<file path="src/rtl/mem_arbiter_pkg.sv">
// ---------------------------------------------------------------------------
// mem_arbiter_pkg
//   Shared definitions for the byte-serial memory arbiter: access-size
//   encodings, FSM state and owner encodings, the RAM byte width and a helper
//   that turns an access size into the index of its last byte.
// ---------------------------------------------------------------------------
package mem_arbiter_pkg;

    // Width of one RAM beat
    localparam int BYTE_W = 8;

    // MEM access size encodings (2'b11 behaves as a word)
    localparam logic [1:0] SZ_BYTE = 2'b00;
    localparam logic [1:0] SZ_HALF = 2'b01;
    localparam logic [1:0] SZ_WORD = 2'b10;

    // Arbiter FSM states
    typedef enum logic [1:0] {
        ST_IDLE  = 2'd0,
        ST_ISSUE = 2'd1,
        ST_DRAIN = 2'd2,
        ST_DONE  = 2'd3
    } state_t;

    // Current owner of the RAM port
    typedef enum logic [1:0] {
        OWN_NONE = 2'd0,
        OWN_IF   = 2'd1,
        OWN_MEM  = 2'd2
    } owner_t;

    // Index of the final byte of an access (byte count minus one)
    function automatic logic [1:0] size_last_idx(input logic [1:0] size);
        logic [1:0] last;
        case (size)
            SZ_BYTE: last = 2'd0;
            SZ_HALF: last = 2'd1;
            SZ_WORD: last = 2'd3;
            default: last = 2'd3;
        endcase
        return last;
    endfunction

endpackage

</file>
<file path="src/rtl/mem_arbiter.sv">
// ---------------------------------------------------------------------------
// mem_arbiter
//   Shares one byte-wide synchronous RAM port between the IF stage (32-bit
//   instruction fetch) and the MEM stage (byte/half/word load or store).
//   Each access is split into sequential byte cycles; read bytes are
//   reassembled little-endian and zero-extended.
//
// Ports
//   clk, rst            clock; asynchronous active-low reset
//   if_req/if_addr      IF fetch request (level) and byte address
//   if_rdata/if_done    fetched word and its one-cycle completion pulse
//   if_stallreq         if_req & ~if_done
//   mem_req/we/size/addr/wdata   MEM load/store request (level)
//   mem_rdata/mem_done  load data and its one-cycle completion pulse
//   mem_stallreq        mem_req & ~mem_done
//   ram_a/ram_dout/ram_wr  RAM address, write byte, write enable
//   ram_din             RAM read byte, valid the cycle after its address
//
// Timing (T = IDLE cycle in which the grant is taken):
//   read of N bytes completes in T+N+2, write of N bytes in T+N+1.
// ---------------------------------------------------------------------------
module mem_arbiter
    import mem_arbiter_pkg::*;
#(
    parameter int ADDR_W = 32
) (
    input  logic              clk,
    input  logic              rst,
    input  logic              if_req,
    input  logic [ADDR_W-1:0] if_addr,
    output logic [31:0]       if_rdata,
    output logic              if_done,
    output logic              if_stallreq,
    input  logic              mem_req,
    input  logic              mem_we,
    input  logic [1:0]        mem_size,
    input  logic [ADDR_W-1:0] mem_addr,
    input  logic [31:0]       mem_wdata,
    output logic [31:0]       mem_rdata,
    output logic              mem_done,
    output logic              mem_stallreq,
    output logic [ADDR_W-1:0] ram_a,
    output logic [7:0]        ram_dout,
    output logic              ram_wr,
    input  logic [7:0]        ram_din
);

    // Transaction context latched at grant
    state_t              state_r;
    owner_t              owner_r;
    logic [1:0]          cnt_r;
    logic [1:0]          last_r;
    logic                we_r;
    logic [ADDR_W-1:0]   base_r;
    logic [31:0]         wdata_r;
    logic [31:0]         asm_r;

    // Grant candidate (MEM has priority over IF)
    logic                gnt_any_s;
    owner_t              gnt_owner_s;
    logic [ADDR_W-1:0]   gnt_addr_s;
    logic                gnt_we_s;
    logic [1:0]          gnt_last_s;
    logic [31:0]         gnt_wdata_s;

    // Per-beat datapath
    logic [1:0]          cnt_nxt_s;
    logic [ADDR_W-1:0]   addr_nxt_s;
    logic [7:0]          wbyte_nxt_s;
    logic [1:0]          cap_idx_s;
    logic [31:0]         asm_cap_s;

    // Stall requests are purely combinational from request and done
    assign if_stallreq  = if_req  & ~if_done;
    assign mem_stallreq = mem_req & ~mem_done;

    // Select which requester would be granted this cycle
    always_comb begin
        gnt_any_s = mem_req | if_req;
        if (mem_req) begin
            gnt_owner_s = OWN_MEM;
            gnt_addr_s  = mem_addr;
            gnt_we_s    = mem_we;
            gnt_last_s  = size_last_idx(mem_size);
            gnt_wdata_s = mem_wdata;
        end else begin
            gnt_owner_s = OWN_IF;
            gnt_addr_s  = if_addr;
            gnt_we_s    = 1'b0;
            gnt_last_s  = 2'd3;
            gnt_wdata_s = 32'h0000_0000;
        end
    end

    // Next-beat address/write byte and read-byte capture into the assembler
    always_comb begin
        cnt_nxt_s   = cnt_r + 2'd1;
        // Address arithmetic wraps naturally modulo 2^ADDR_W
        addr_nxt_s  = base_r + ADDR_W'(cnt_nxt_s);
        wbyte_nxt_s = wdata_r[{cnt_nxt_s, 3'b000} +: BYTE_W];
        // RAM data lags its address by one cycle: in ISSUE the byte arriving
        // belongs to the previous beat, in DRAIN it is the current (last) one
        if (state_r == ST_DRAIN) begin
            cap_idx_s = cnt_r;
        end else begin
            cap_idx_s = cnt_r - 2'd1;
        end
        asm_cap_s = asm_r;
        asm_cap_s[{cap_idx_s, 3'b000} +: BYTE_W] = ram_din;
    end

    // Arbiter FSM with registered RAM-side and completion outputs
    always_ff @(posedge clk or negedge rst) begin
        if (!rst) begin
            state_r   <= ST_IDLE;
            owner_r   <= OWN_NONE;
            cnt_r     <= 2'd0;
            last_r    <= 2'd0;
            we_r      <= 1'b0;
            base_r    <= '0;
            wdata_r   <= 32'h0000_0000;
            asm_r     <= 32'h0000_0000;
            ram_a     <= '0;
            ram_dout  <= 8'h00;
            ram_wr    <= 1'b0;
            if_rdata  <= 32'h0000_0000;
            if_done   <= 1'b0;
            mem_rdata <= 32'h0000_0000;
            mem_done  <= 1'b0;
        end else begin
            case (state_r)
                ST_IDLE: begin
                    if (gnt_any_s) begin
                        owner_r  <= gnt_owner_s;
                        base_r   <= gnt_addr_s;
                        we_r     <= gnt_we_s;
                        last_r   <= gnt_last_s;
                        wdata_r  <= gnt_wdata_s;
                        cnt_r    <= 2'd0;
                        asm_r    <= 32'h0000_0000;
                        // First beat is presented in the first ISSUE cycle
                        ram_a    <= gnt_addr_s;
                        ram_wr   <= gnt_we_s;
                        ram_dout <= gnt_wdata_s[7:0];
                        state_r  <= ST_ISSUE;
                    end else begin
                        state_r  <= ST_IDLE;
                    end
                end

                ST_ISSUE: begin
                    if (!we_r && (cnt_r != 2'd0)) begin
                        asm_r <= asm_cap_s;
                    end
                    if (cnt_r == last_r) begin
                        ram_wr <= 1'b0;
                        if (we_r) begin
                            state_r <= ST_DONE;
                            if (owner_r == OWN_MEM) begin
                                mem_done  <= 1'b1;
                                mem_rdata <= asm_r;
                            end else begin
                                if_done   <= 1'b1;
                                if_rdata  <= asm_r;
                            end
                        end else begin
                            state_r <= ST_DRAIN;
                        end
                    end else begin
                        cnt_r    <= cnt_nxt_s;
                        ram_a    <= addr_nxt_s;
                        ram_dout <= wbyte_nxt_s;
                    end
                end

                ST_DRAIN: begin
                    asm_r   <= asm_cap_s;
                    state_r <= ST_DONE;
                    if (owner_r == OWN_MEM) begin
                        mem_done  <= 1'b1;
                        mem_rdata <= asm_cap_s;
                    end else begin
                        if_done   <= 1'b1;
                        if_rdata  <= asm_cap_s;
                    end
                end

                ST_DONE: begin
                    // Requests are deliberately not sampled here
                    if_done  <= 1'b0;
                    mem_done <= 1'b0;
                    owner_r  <= OWN_NONE;
                    state_r  <= ST_IDLE;
                end

                default: begin
                    if_done  <= 1'b0;
                    mem_done <= 1'b0;
                    ram_wr   <= 1'b0;
                    owner_r  <= OWN_NONE;
                    state_r  <= ST_IDLE;
                end
            endcase
        end
    end

endmodule

</file>
<file path="config.mk">
export PLATFORM = sky130hd
export DESIGN_NAME = mem_arbiter
export DESIGN_NICKNAME = d
export VERILOG_FILES = /design/src/rtl/mem_arbiter_pkg.sv /design/src/rtl/mem_arbiter.sv
export SDC_FILE = /design/constraint.sdc
export NUM_CORES = 1
export LEC_CHECK = 0
export BUFFER_PORTS_ARGS = -buffer_cell sky130_fd_sc_hd__buf_2
export CORE_ASPECT_RATIO = 0.9
export CORE_UTILIZATION = 30
export DETAILED_ROUTE_END_ITERATION = 16
export HOLD_SLACK_MARGIN = 0.1
export PLACE_DENSITY = 0.5
export SLEW_MARGIN = 20
export SYNTH_ARGS = -nofsm -noshare
export SYNTH_HDL_FRONTEND = slang
export SYNTH_SLANG_ARGS = --single-unit
</file>
<file path="constraint.sdc">
create_clock -name clk -period 2.65 [get_ports clk]
set_input_delay 0.53 -clock clk [delete_from_list [all_inputs] [get_ports clk]]
set_output_delay 0.53 -clock clk [all_outputs]
set_load 0.005 [all_outputs]
</file>
# --- After elaboration in Yosys (flattened, before gate mapping) ---
# Cells that the tools add are included.
word_totals:
  reg_bits: 212
  in_bits: 111
  output_inout_bits: 109
  elab_cells: 107
op_classes:
  n_addsub: 4
  eq_ne: 15
  n_shift: 3
  mux: 47
  bitwise_logic: 5
  reduce_logical: 18
op_table:
  columns: ["op", "count"]
  rows:
  - ["32-bit 2-to-1 mux", 14]
  - ["32-bit case mux with 2 select lines", 3]
  - ["32-bit case mux with 3 select lines", 1]
  - ["32-bit by 2-bit adder with 32-bit output", 1]
  - ["32-bit bitwise mux", 1]
  - ["8-bit by 7-bit variable shift with 32-bit output, first input constant", 1]
  - ["32-bit by 6-bit variable part select with 8-bit output", 1]
  - ["8-bit by 7-bit variable part select with 32-bit output", 1]
  - ["8-bit 2-to-1 mux", 2]
  - ["2-bit != test, second input constant", 8]
  - ["8-bit case mux with 2 select lines", 1]
  - ["2-bit 2-to-1 mux", 7]
  - ["2-bit case mux with 2 select lines", 3]
  - ["3-bit AND reduction", 4]
  - ["1-bit 2-to-1 mux", 11]
  - ["5-bit AND reduction", 2]
  - ["2-bit case mux with 4 select lines", 1]
  - ["2-bit nonzero test", 4]
  - ["5-bit negation with 7-bit output", 1]
  - ["2-bit == test, second input constant", 3]
  - ["1-bit case mux with 3 select lines", 2]
  - ["3-bit nonzero test", 2]
  - ["2-bit by 1-bit == test with 1-bit output, second input constant", 2]
  - ["2-bit zero test", 2]
  - ["other kinds (11)", 14]

# --- Logic depth before layout (Yosys ltp) ---
# Gate-level depths: netlist (run 1).
logic_depth:
  depth_word: 7
  depth_mapped: 13
  ltp_nobuf: 10

# --- Least setup slack after synthesis (run 1) ---
# Ideal clock, no wire load.
synth_timing:
  kind: "flip-flop to flip-flop"
  start: "register cnt_r[0]"
  end: "register if_rdata[16]"
  setup_ns: 0.065
  arrival_ns: 2.530
  t_required_ns: 2.585
  setup_slack_ns: 0.055
  stages_incl_launch_ff: 11
  path_buffers: 1
  synth_period_minus_slack_ns: 2.595
  path_cell_list: "dfrtp_1 -> buf_2 -> inv_1 -> ha_1 -> nor2b_1 -> nor2_1 -> ha_1 -> nand2_1 -> nor4_1 -> a22o_1 -> mux2_1"
synth_via:
  elab_chain_cells: 7
  word_cells_on_any_way: 11
  cone_classes: "add/sub: 2; eq/ne: 2; shift: 2; mux: 4; reduce/logical: 1"
synth_lines:
  columns: ["element", "line_no", "source"]
  rows:
  - ["start, declared", "mem_arbiter.sv:51", "logic [1:0] cnt_r;"]
  - ["start signal, assigned", "mem_arbiter.sv:170", "cnt_r <= cnt_nxt_s;"]
  - ["2-bit by 1-bit subtractor with 2-bit output", "mem_arbiter.sv:106", "cap_idx_s = cnt_r - 2'd1;"]
  - ["2-bit 2-to-1 mux", "mem_arbiter.sv:103", "if (state_r == ST_DRAIN) begin"]
  - ["5-bit negation with 7-bit output", "mem_arbiter.sv:109", "asm_cap_s[{cap_idx_s, 3'b000} +: BYTE_W] = ram_din;"]
  - ["8-bit by 7-bit variable part select with 32-bit output / 8-bit by 7-bit variable shift with 32-bit output (equally long branches)", "mem_arbiter.sv:109", null]
  - ["32-bit bitwise mux", "mem_arbiter.sv:109", null]
  - ["32-bit 2-to-1 mux", "mem_arbiter.sv:179", "if (owner_r == OWN_MEM) begin"]
  - ["32-bit case mux with 2 select lines", "mem_arbiter.sv:131", "case (state_r)"]
  - ["end signal, assigned", "mem_arbiter.sv:164", "if_rdata <= asm_r;"]
  - ["end signal, assigned", "mem_arbiter.sv:184", "if_rdata <= asm_cap_s;"]
  - ["end, declared", "mem_arbiter.sv:31", "output logic [31:0] if_rdata,"]
# Parallel ways exist; a longest one is shown, timed or not. The select of a mux whose other input is x is not followed.
# A chain may end at the register's enable or synchronous reset.

# --- Final worst setup path (run 1) ---
layout_timing:
  start: "register state_r[0]"
  end: "register if_rdata[9]"
layout_via:
  elab_chain_cells: 7
  word_cells_on_any_way: 15
  cone_classes: "add/sub: 1; eq/ne: 6; shift: 2; mux: 4; reduce/logical: 2"
layout_lines:
  columns: ["element", "line_no", "source"]
  rows:
  - ["start, declared", "mem_arbiter.sv:49", "state_t state_r;"]
  - ["start signal, assigned", "mem_arbiter.sv:115", "state_r <= ST_IDLE;"]
  - ["start signal, assigned", "mem_arbiter.sv:145", "state_r <= ST_ISSUE;"]
  - ["start signal, assigned", "mem_arbiter.sv:147", "state_r <= ST_IDLE;"]
  - ["2-bit == test", "mem_arbiter.sv:103, mem_arbiter.sv:131", null]
  - ["2-bit 2-to-1 mux", "mem_arbiter.sv:103", null]
  - ["5-bit negation with 7-bit output", "mem_arbiter.sv:109", null]
  - ["8-bit by 7-bit variable part select with 32-bit output / 8-bit by 7-bit variable shift with 32-bit output (equally long branches)", "mem_arbiter.sv:109", null]
  - ["32-bit bitwise mux", "mem_arbiter.sv:109", null]
  - ["32-bit 2-to-1 mux", "mem_arbiter.sv:179", null]
  - ["32-bit case mux with 2 select lines", "mem_arbiter.sv:131", null]
# Parallel ways exist; a longest one is shown, timed or not. The select of a mux whose other input is x is not followed.

==> flow_metrics.env, run 1 <==
export IMPL_maxCapViolations=0
export IMPL_crit_fanout=8
export IMPL_grt_first_pass_wirelength_mm=48.22
export IMPL_final_hold_violation_count=0
export IMPL_layout_drive_gt1_share_pct=29.83
export IMPL_grt_usage_pct=17.64
export IMPL_drtAntennaViolNets=0
export IMPL_cts_tree="built"
export IMPL_syn_nets=1075
export IMPL_hold_slack_ps=230.3
export IMPL_powerDensity_nw_per_um2=1183
export IMPL_grt_max_degree=58
export IMPL_htree_levels=1
export IMPL_finalSetupTns_ps=0
export IMPL_port_buffers=219
export IMPL_post_place_ws_ps=-213.7
export IMPL_worst_r2r_path_depth=8
export IMPL_r2r_end="if_rdata[9]"
export IMPL_slew_viol_final=0
export IMPL_path_class="flip-flop to flip-flop"
export IMPL_grt_pass1_vias=8164
export IMPL_wire_per_inst_um=18.31
export IMPL_dr_wl_met3_mm=1.624
export IMPL_start_util_pct=30.40
export IMPL_period_share_pct=95.36
export IMPL_clkTransAtPathRegs_ps=70
export IMPL_syn_cell_area_um2=10320
export IMPL_postSynthCellCount=953
export IMPL_overflow=0
export IMPL_avgSynthCellArea_um2=10.83
export IMPL_routed_wl_mm=30.63
export IMPL_chipWidth_um=197.5
export IMPL_place_area_um2=12360
export IMPL_drtPass1Iterations=7
export IMPL_die_area_um2=35150
export IMPL_place_congestion=0.7842
export IMPL_synth_seq_cells=212
export IMPL_drc=0
export IMPL_skew_ps=13.75
export IMPL_tightest_slew_ps=878.7
export IMPL_r2r_start="state_r[0]"
export IMPL_rows=64
export IMPL_irDropWorstVdd_v=0.0005290
export IMPL_wl_met1_mm=15.33
export IMPL_design_area_um2=13160
export IMPL_die_h_um=178.0
export IMPL_dp_hpwl_mm=21.66
export IMPL_ios=220
export IMPL_synth_edf_count=0
export IMPL_async_flop_share_pct=100.0
export IMPL_post_cts_buffers=0
export IMPL_fmax_mhz=395.7
export IMPL_clk_path_buf_depth=3
export IMPL_top_layer="met5"
export IMPL_synth_cell_types=63
export IMPL_clk_insertion_delay_late_ps=530
export IMPL_rrSetupSlack_ps=120
export IMPL_wl_met2_mm=13.17
export IMPL_synth_flop_cell="dfrtp_1"
export IMPL_cts_root_buffer="clkbuf_16"
export IMPL_hold_class="input pin to flip-flop"
export IMPL_critical_path_required_ps=3110
export IMPL_slew_headroom_pct=41.28
export IMPL_p_total_mw=15.57
export IMPL_drtIter0Drc=356
export IMPL_setup_slack_ps=122.9
export IMPL_setup_violations=0
export IMPL_seq_area_frac_synth_pct=51.41
export IMPL_layout_nets=1318
export IMPL_num_vias=8237
export IMPL_worstPathArrival_ps=2990
export IMPL_antenna_found_initial=4
export IMPL_rsz0062_at_grt="yes"
export IMPL_fin_crit_ps=2527
export IMPL_ys_warn_count=0
export IMPL_cp_end_kind="flip-flop"
export IMPL_startpoint_type="flip-flop"
export IMPL_cts_buffers_inserted=25
export IMPL_p_leak_nw=6.499
export IMPL_status="finished, final reports clean"
export IMPL_setup_worst_path_start="state_r[0]"
export IMPL_core_area_um2=33950
export IMPL_vias_per_cell=4.923
export IMPL_syn_to_final_growth_pct=27.56
export IMPL_crit_end="if_rdata[9]"
export IMPL_cts_sinks=212
-- worst min-delay path by stage --
| stage | from | to | slack, ps | cells past startpoint |
|---|---|---|---|---|
| 2_1_floorplan | rst | asm_r[0] | 230 | 0 |
| 6_report | mem_wdata[19] | wdata_r[19] | 230 | 2 |
| 4_1_cts | mem_wdata[21] | wdata_r[21] | 200 | 2 |
| 3_5_place_dp | ram_a[8] | ram_a[8] | 470 | 1 |
| 5_1_grt | mem_wdata[18] | wdata_r[18] | 210 | 2 |
| 3_3_place_gp | ram_a[8] | ram_a[8] | 460 | 1 |
-- metrics by stage --
stage / utilization (%) / instances
detailed placement: 36.40 / 1630
CTS: 38.64 / 1672
global placement: 36.40 / 1630
global route: 38.76 / 1672
finish: 38.77 / 1673
floorplan: - / 953
-- routing by layer --
metal  vias up  global-route usage, %
met5         -                      0
met1      4046                  26.45
met4         4                  3.391
li1       3958                      -
met2       188                  25.94
met3        41                  3.744
-- state kept, by name (all words and copies together), names as in the netlist --
name	flops
asm_r	32
base_r	32
cnt_r	2
if_done	1
if_rdata	32
last_r	2
mem_done	1
mem_rdata	32
owner_r	2
ram_a	32
ram_dout	8
ram_wr	1
state_r	2
wdata_r	32
we_r	1
-- Yosys cell counts, drive strengths merged (4+ instances only) --
| cell | instances | area [um^2] |
|---|---|---|
| nor3 | 16 | 90.09 |
| nand4 | 11 | 90.08 |
| o21ai | 102 | 510.5 |
| xnor2 | 11 | 96.34 |
| nor2b | 15 | 93.84 |
| nor2 | 20 | 75.07 |
| a22oi | 5 | 37.54 |
| a22o | 94 | 823.3 |
| xor2 | 15 | 131.4 |
| a21oi | 31 | 155.2 |
| mux2i | 33 | 330.3 |
| clkbuf | 46 | 173.9 |
| a21o | 8 | 60.06 |
| dfrtp | 212 | 5305 |
| mux2 | 66 | 743.2 |
| nand2 | 124 | 465.5 |
| buf | 20 | 101.3 |
| o221ai | 4 | 41.29 |
| nand3 | 16 | 80.08 |
| mux4 | 8 | 180.2 |
| and3 | 14 | 87.58 |
| nor4 | 7 | 86.33 |
| ha | 10 | 125.1 |
| inv | 23 | 86.33 |
-- cells in the final DEF (no fill, tap or decap), types with 4 or more instances in the layout --
master,count
clkbuf_16,25
ha_1,7
nand2_1,124
a21o_1,8
buf_2,218
clkbuf_1,8
inv_1,23
buf_4,53
mux2i_1,33
nand3_1,16
nor2b_1,13
nand4_1,9
mux2_2,13
mux2_1,53
o21ai_0,80
o21ai_1,21
clkinv_2,4
mux4_2,8
nor3_1,14
a22oi_1,5
a21oi_1,30
nor2_1,18
a22o_1,94
dfrtp_1,212
and3_1,12
xor2_1,15
xnor2_1,11
buf_12,9
-- worst max-delay path, cell delays in order, from the launching register on --
cell     delay [ps]
dfrtp_1         400
inv_1           120
ha_1            270
xor2_1          300
ha_1            330
or3_1           510
o21ai_0         250
buf_4           150
mux2_2          130
-- report_power, final --
group	internal, mW	switching (mW)	total, mW
combinational	3.05	3.94	7.00
clock	1.90	1.33	3.24
sequential	4.46	0.877	5.34
-- layout make-up --
cell class / count / area [um^2]
inverter: 23 / 86.33
timing repair buffer: 282 / 1694
fill: 3459 / 20790
clock buffer: 36 / 696.9
tap: 462 / 578.1
multi-input combinational: 652 / 4751
sequential: 212 / 5305
clock inverter: 5 / 50.05
antenna: 1 / 2.502
-- logic make-up after synthesis --
kind of cell    count (synthesis)  share of synthesized area (%)
simple gates                  238                          11.45
flops                         212                          51.41
buf+inv                        89                          3.504
compound gates                270                          17.88
fa+ha+maj                      11                          1.406
xor+xnor                       26                          2.207
mux                           107                          12.15
-- what timing repair did --
item / CTS / global route
setup endpoints to repair: 7 / 101
gates resized for setup: 2 / 13
gates cloned: 0 / 0
hold endpoints to repair: 45 / 0
hold buffers: 1 / 0
pin swaps: 0 / 2
No activity file was read; power rests on OpenSTA's default activity.
==> run 2: changes to the inputs <==
--- a/config.mk
+++ b/config.mk
@@ -5,13 +5,15 @@
 export SDC_FILE = /design/constraint.sdc
 export NUM_CORES = 1
 export LEC_CHECK = 0
+export ABC_AREA = 1
 export BUFFER_PORTS_ARGS = -buffer_cell sky130_fd_sc_hd__buf_2
+export CELL_PAD_IN_SITES_DETAIL_PLACEMENT = 0
+export CELL_PAD_IN_SITES_GLOBAL_PLACEMENT = 2
 export CORE_ASPECT_RATIO = 0.9
-export CORE_UTILIZATION = 30
+export CORE_UTILIZATION = 28
 export DETAILED_ROUTE_END_ITERATION = 16
 export HOLD_SLACK_MARGIN = 0.1
-export PLACE_DENSITY = 0.5
-export SLEW_MARGIN = 20
+export PLACE_DENSITY = 0.76
 export SYNTH_ARGS = -nofsm -noshare
 export SYNTH_HDL_FRONTEND = slang
 export SYNTH_SLANG_ARGS = --single-unit
==> run 2 against run 1 <==
- global-route usage is 1.3 points higher
- largest power group unchanged
- total power rose by 10%
- highest routed layer unchanged
- critical path depth is 3 higher
- cell count grew 38%
- clock skew is 6.8 ps higher
==> flow_metrics.env, run 2 <==
export IMPL_status="finished, final reports clean"
export IMPL_synth_adder_area_share_pct=1.307
export IMPL_rows=68
export IMPL_fin_crit_ps=2423
export IMPL_p_total_mw=17.20
export IMPL_drc=0
export IMPL_crit_fanout=5
export IMPL_chipWidth_um=211.9
export IMPL_seq_area_frac_synth_pct=47.77
export IMPL_grt_pass1_vias=10330
export IMPL_postSynthCellCount=1556
export IMPL_overflow=0
export IMPL_grt_max_degree=71
export IMPL_irDropWorstVdd_v=0.0006201
export IMPL_final_common_cell="nand2_1"
export IMPL_layout_drive_gt1_share_pct=18.01
export IMPL_cts_sinks=212
export IMPL_yosysMostFrequentCell="nand2_1"
export IMPL_grt_usage_pct=18.97
export IMPL_synth_top_family_by_area="simple AND/OR/NAND/NOR gates"
export IMPL_cts_tree="built"
export IMPL_clkTransAtPathRegs_ps=60
export IMPL_min_from="mem_wdata[21]"
export IMPL_antenna_found_initial=2
export IMPL_path_class="flip-flop to flip-flop"
export IMPL_num_vias=10800
export IMPL_synth_edf_count=0
export IMPL_dp_cells=2259
export IMPL_synthMuxAreaShare_pct=0
export IMPL_layout_common_cells="nand2_1, buf_2, dfrtp_1"
export IMPL_setup_violations=0
export IMPL_clk_path_buf_depth=3
export IMPL_vias_per_cell=4.677
export IMPL_worst_r2r_path_depth=11
export IMPL_place_area_um2=12870
export IMPL_syn_cell_area_um2=11110
export IMPL_slew_headroom_pct=54.03
export IMPL_async_flop_share_pct=100.0
export IMPL_die_h_um=190.9
export IMPL_cp_end_kind="flip-flop"
export IMPL_fmax_mhz=412.7
export IMPL_clk_insertion_delay_late_ps=560
export IMPL_synth_xor_area_share_pct=0.6084
export IMPL_final_cells=2308
export IMPL_routed_wl_mm=37.88
export IMPL_yosys_area_share_simple_pct=35.22
export IMPL_layout_nets=1886
export IMPL_rrSetupSlack_ps=230
export IMPL_rsz0062_at_grt="no"
export IMPL_final_hold_violation_count=0
export IMPL_start_util_pct=28.69
export IMPL_dp_hpwl_mm=27.05
export IMPL_synth_common_cells="nand2_1, dfrtp_1, nand3_1"
export IMPL_finalSetupTns_ps=0
export IMPL_ys_warn_count=0
export IMPL_wire_per_inst_um=16.41
export IMPL_syn_nets=1678
export IMPL_worstPathArrival_ps=2900
export IMPL_port_buffers=219
export IMPL_synth_flop_cell="dfrtp_1"
export IMPL_tightest_slew_ps=688.7
export IMPL_post_cts_buffers=0
export IMPL_hold_end="wdata_r[21]"
export IMPL_skew_ps=20.56
export IMPL_htree_levels=1
export IMPL_place_congestion=0.8502
export IMPL_synth_seq_cells=212
export IMPL_drtIter0Drc=742
export IMPL_drtPass1Iterations=7
export IMPL_grt_first_pass_wirelength_mm=59.87
export IMPL_p_leak_nw=7.213
export IMPL_synth_compound_area_share_pct=8.698
export IMPL_yosys_area_top_type="dfrtp_1"
export IMPL_design_area_um2=13750
export IMPL_cts_root_buffer="clkbuf_16"
export IMPL_core_area_um2=38710
export IMPL_die_area_um2=40460
export IMPL_startpoint_type="flip-flop"
export IMPL_cts_buffers_inserted=27
export IMPL_avgSynthCellArea_um2=7.137
export IMPL_synth_cell_types=35
export IMPL_period_share_pct=91.44
export IMPL_r2r_end="ram_a[8]"
export IMPL_synth_area_leaders="dfrtp_1, nand2_1, nand3_1, o21ai_0, nor2_1"
export IMPL_slew_viol_final=0
export IMPL_yosysTopAreaCellShare_pct=47.77
export IMPL_maxCapViolations=0
export IMPL_r2r_start="cnt_r[1]"
export IMPL_ios=220
export IMPL_syn_to_final_growth_pct=23.83
export IMPL_powerDensity_nw_per_um2=1251
export IMPL_hold_class="input pin to flip-flop"
export IMPL_hold_depth=3
export IMPL_critical_path_required_ps=3120
export IMPL_drtAntennaViolNets=0
[run 2: changes by cell type after synthesis, sizes merged, moves of 33 or more]
| cell | before | now |
|---|---|---|
| inv | 23 | 97 |
| nand2 | 124 | 673 |
| a22o | 94 | 11 |
| mux2i | 33 | 0 |
| mux2 | 66 | 0 |
| nor2 | 20 | 137 |
| nand3 | 16 | 151 |
[run 2: logic make-up (layout without fill, tap and decap cells)]
family / after synthesis / after routing
DFF: 212 / 212
xor gates and xnor gates: 6 / 6
adders and majority gates: 11 / 11
and+or+nand+nor: 975 / 975
buffers and inverters: 178 / 404
AOI/OAI and AO/OA: 174 / 174
other: 0 / 1
[run 2: worst max path at each step]
stage               cells past startpoint       start            to
floorplan                              15    cnt_r[0]  if_rdata[21]
global placement                       10  state_r[0]  if_rdata[30]
detailed placement                     11  state_r[0]  if_rdata[12]
CTS                                    11  state_r[0]  if_rdata[12]
global route                           11    cnt_r[1]      ram_a[8]
finish                                 11    cnt_r[1]      ram_a[8]
[run 2: cell type report]
cell class                      instances  area (um^2)
Clock inverter                         11        116.4
Multi-Input combinational cell       1166         5112
Tap cell                              525        656.9
Fill cell                            4203        24960
Sequential cell                       212         5305
Inverter                              100        375.4
Clock buffer                           36        739.5
Timing Repair Buffer                  257         1444
Antenna cell                            1        2.502
[run 2: critical path: stages (launching register included)]
cell and delay (ps):
dfrtp_1 400, inv_1 70, ha_1 320, buf_4 170, fa_1 410, nand3_1 180, inv_1 140, nand2_1 140
inv_1 130, nand2_1 80, nand3_1 120, a21oi_1 180
[run 2: per-stage QoR]
stage	utilization [%]	hold WS (ps)	setup WS (ps)
after CTS	35.48	197.2	151.0
after floorplan	-	234.4	38.86
after global routing	35.52	217.6	7.290
final	35.52	216.6	226.8
after detailed placement	33.25	457.8	181.1
after global placement	33.25	451.5	165.9
[run 2: power by group]
group | total [mW] | switching [mW] | internal [mW]
Combinational | 8.17 | 5.49 | 2.68
Clock | 3.64 | 1.50 | 2.14
Sequential | 5.39 | 0.877 | 4.51
Total | 17.2 | 7.86 | 9.34
[run 2: repair_timing]
item	CTS	global route
setup endpoints to repair	0	36
hold buffers	1	0
endpoints found under the hold margin	67	0
gates resized for setup	0	4
[run 2: per-layer routing]
| metal | global-route usage, % | vias up | wire length, um |
|---|---|---|---|
| li1 | - | 5369 | - |
| met1 | 28.68 | 5131 | 19370 |
| met2 | 28.13 | 255 | 16180 |
| met3 | 3.171 | 38 | 1704 |
| met4 | 3.679 | 2 | 622 |
| met5 | 0 | - | 13 |
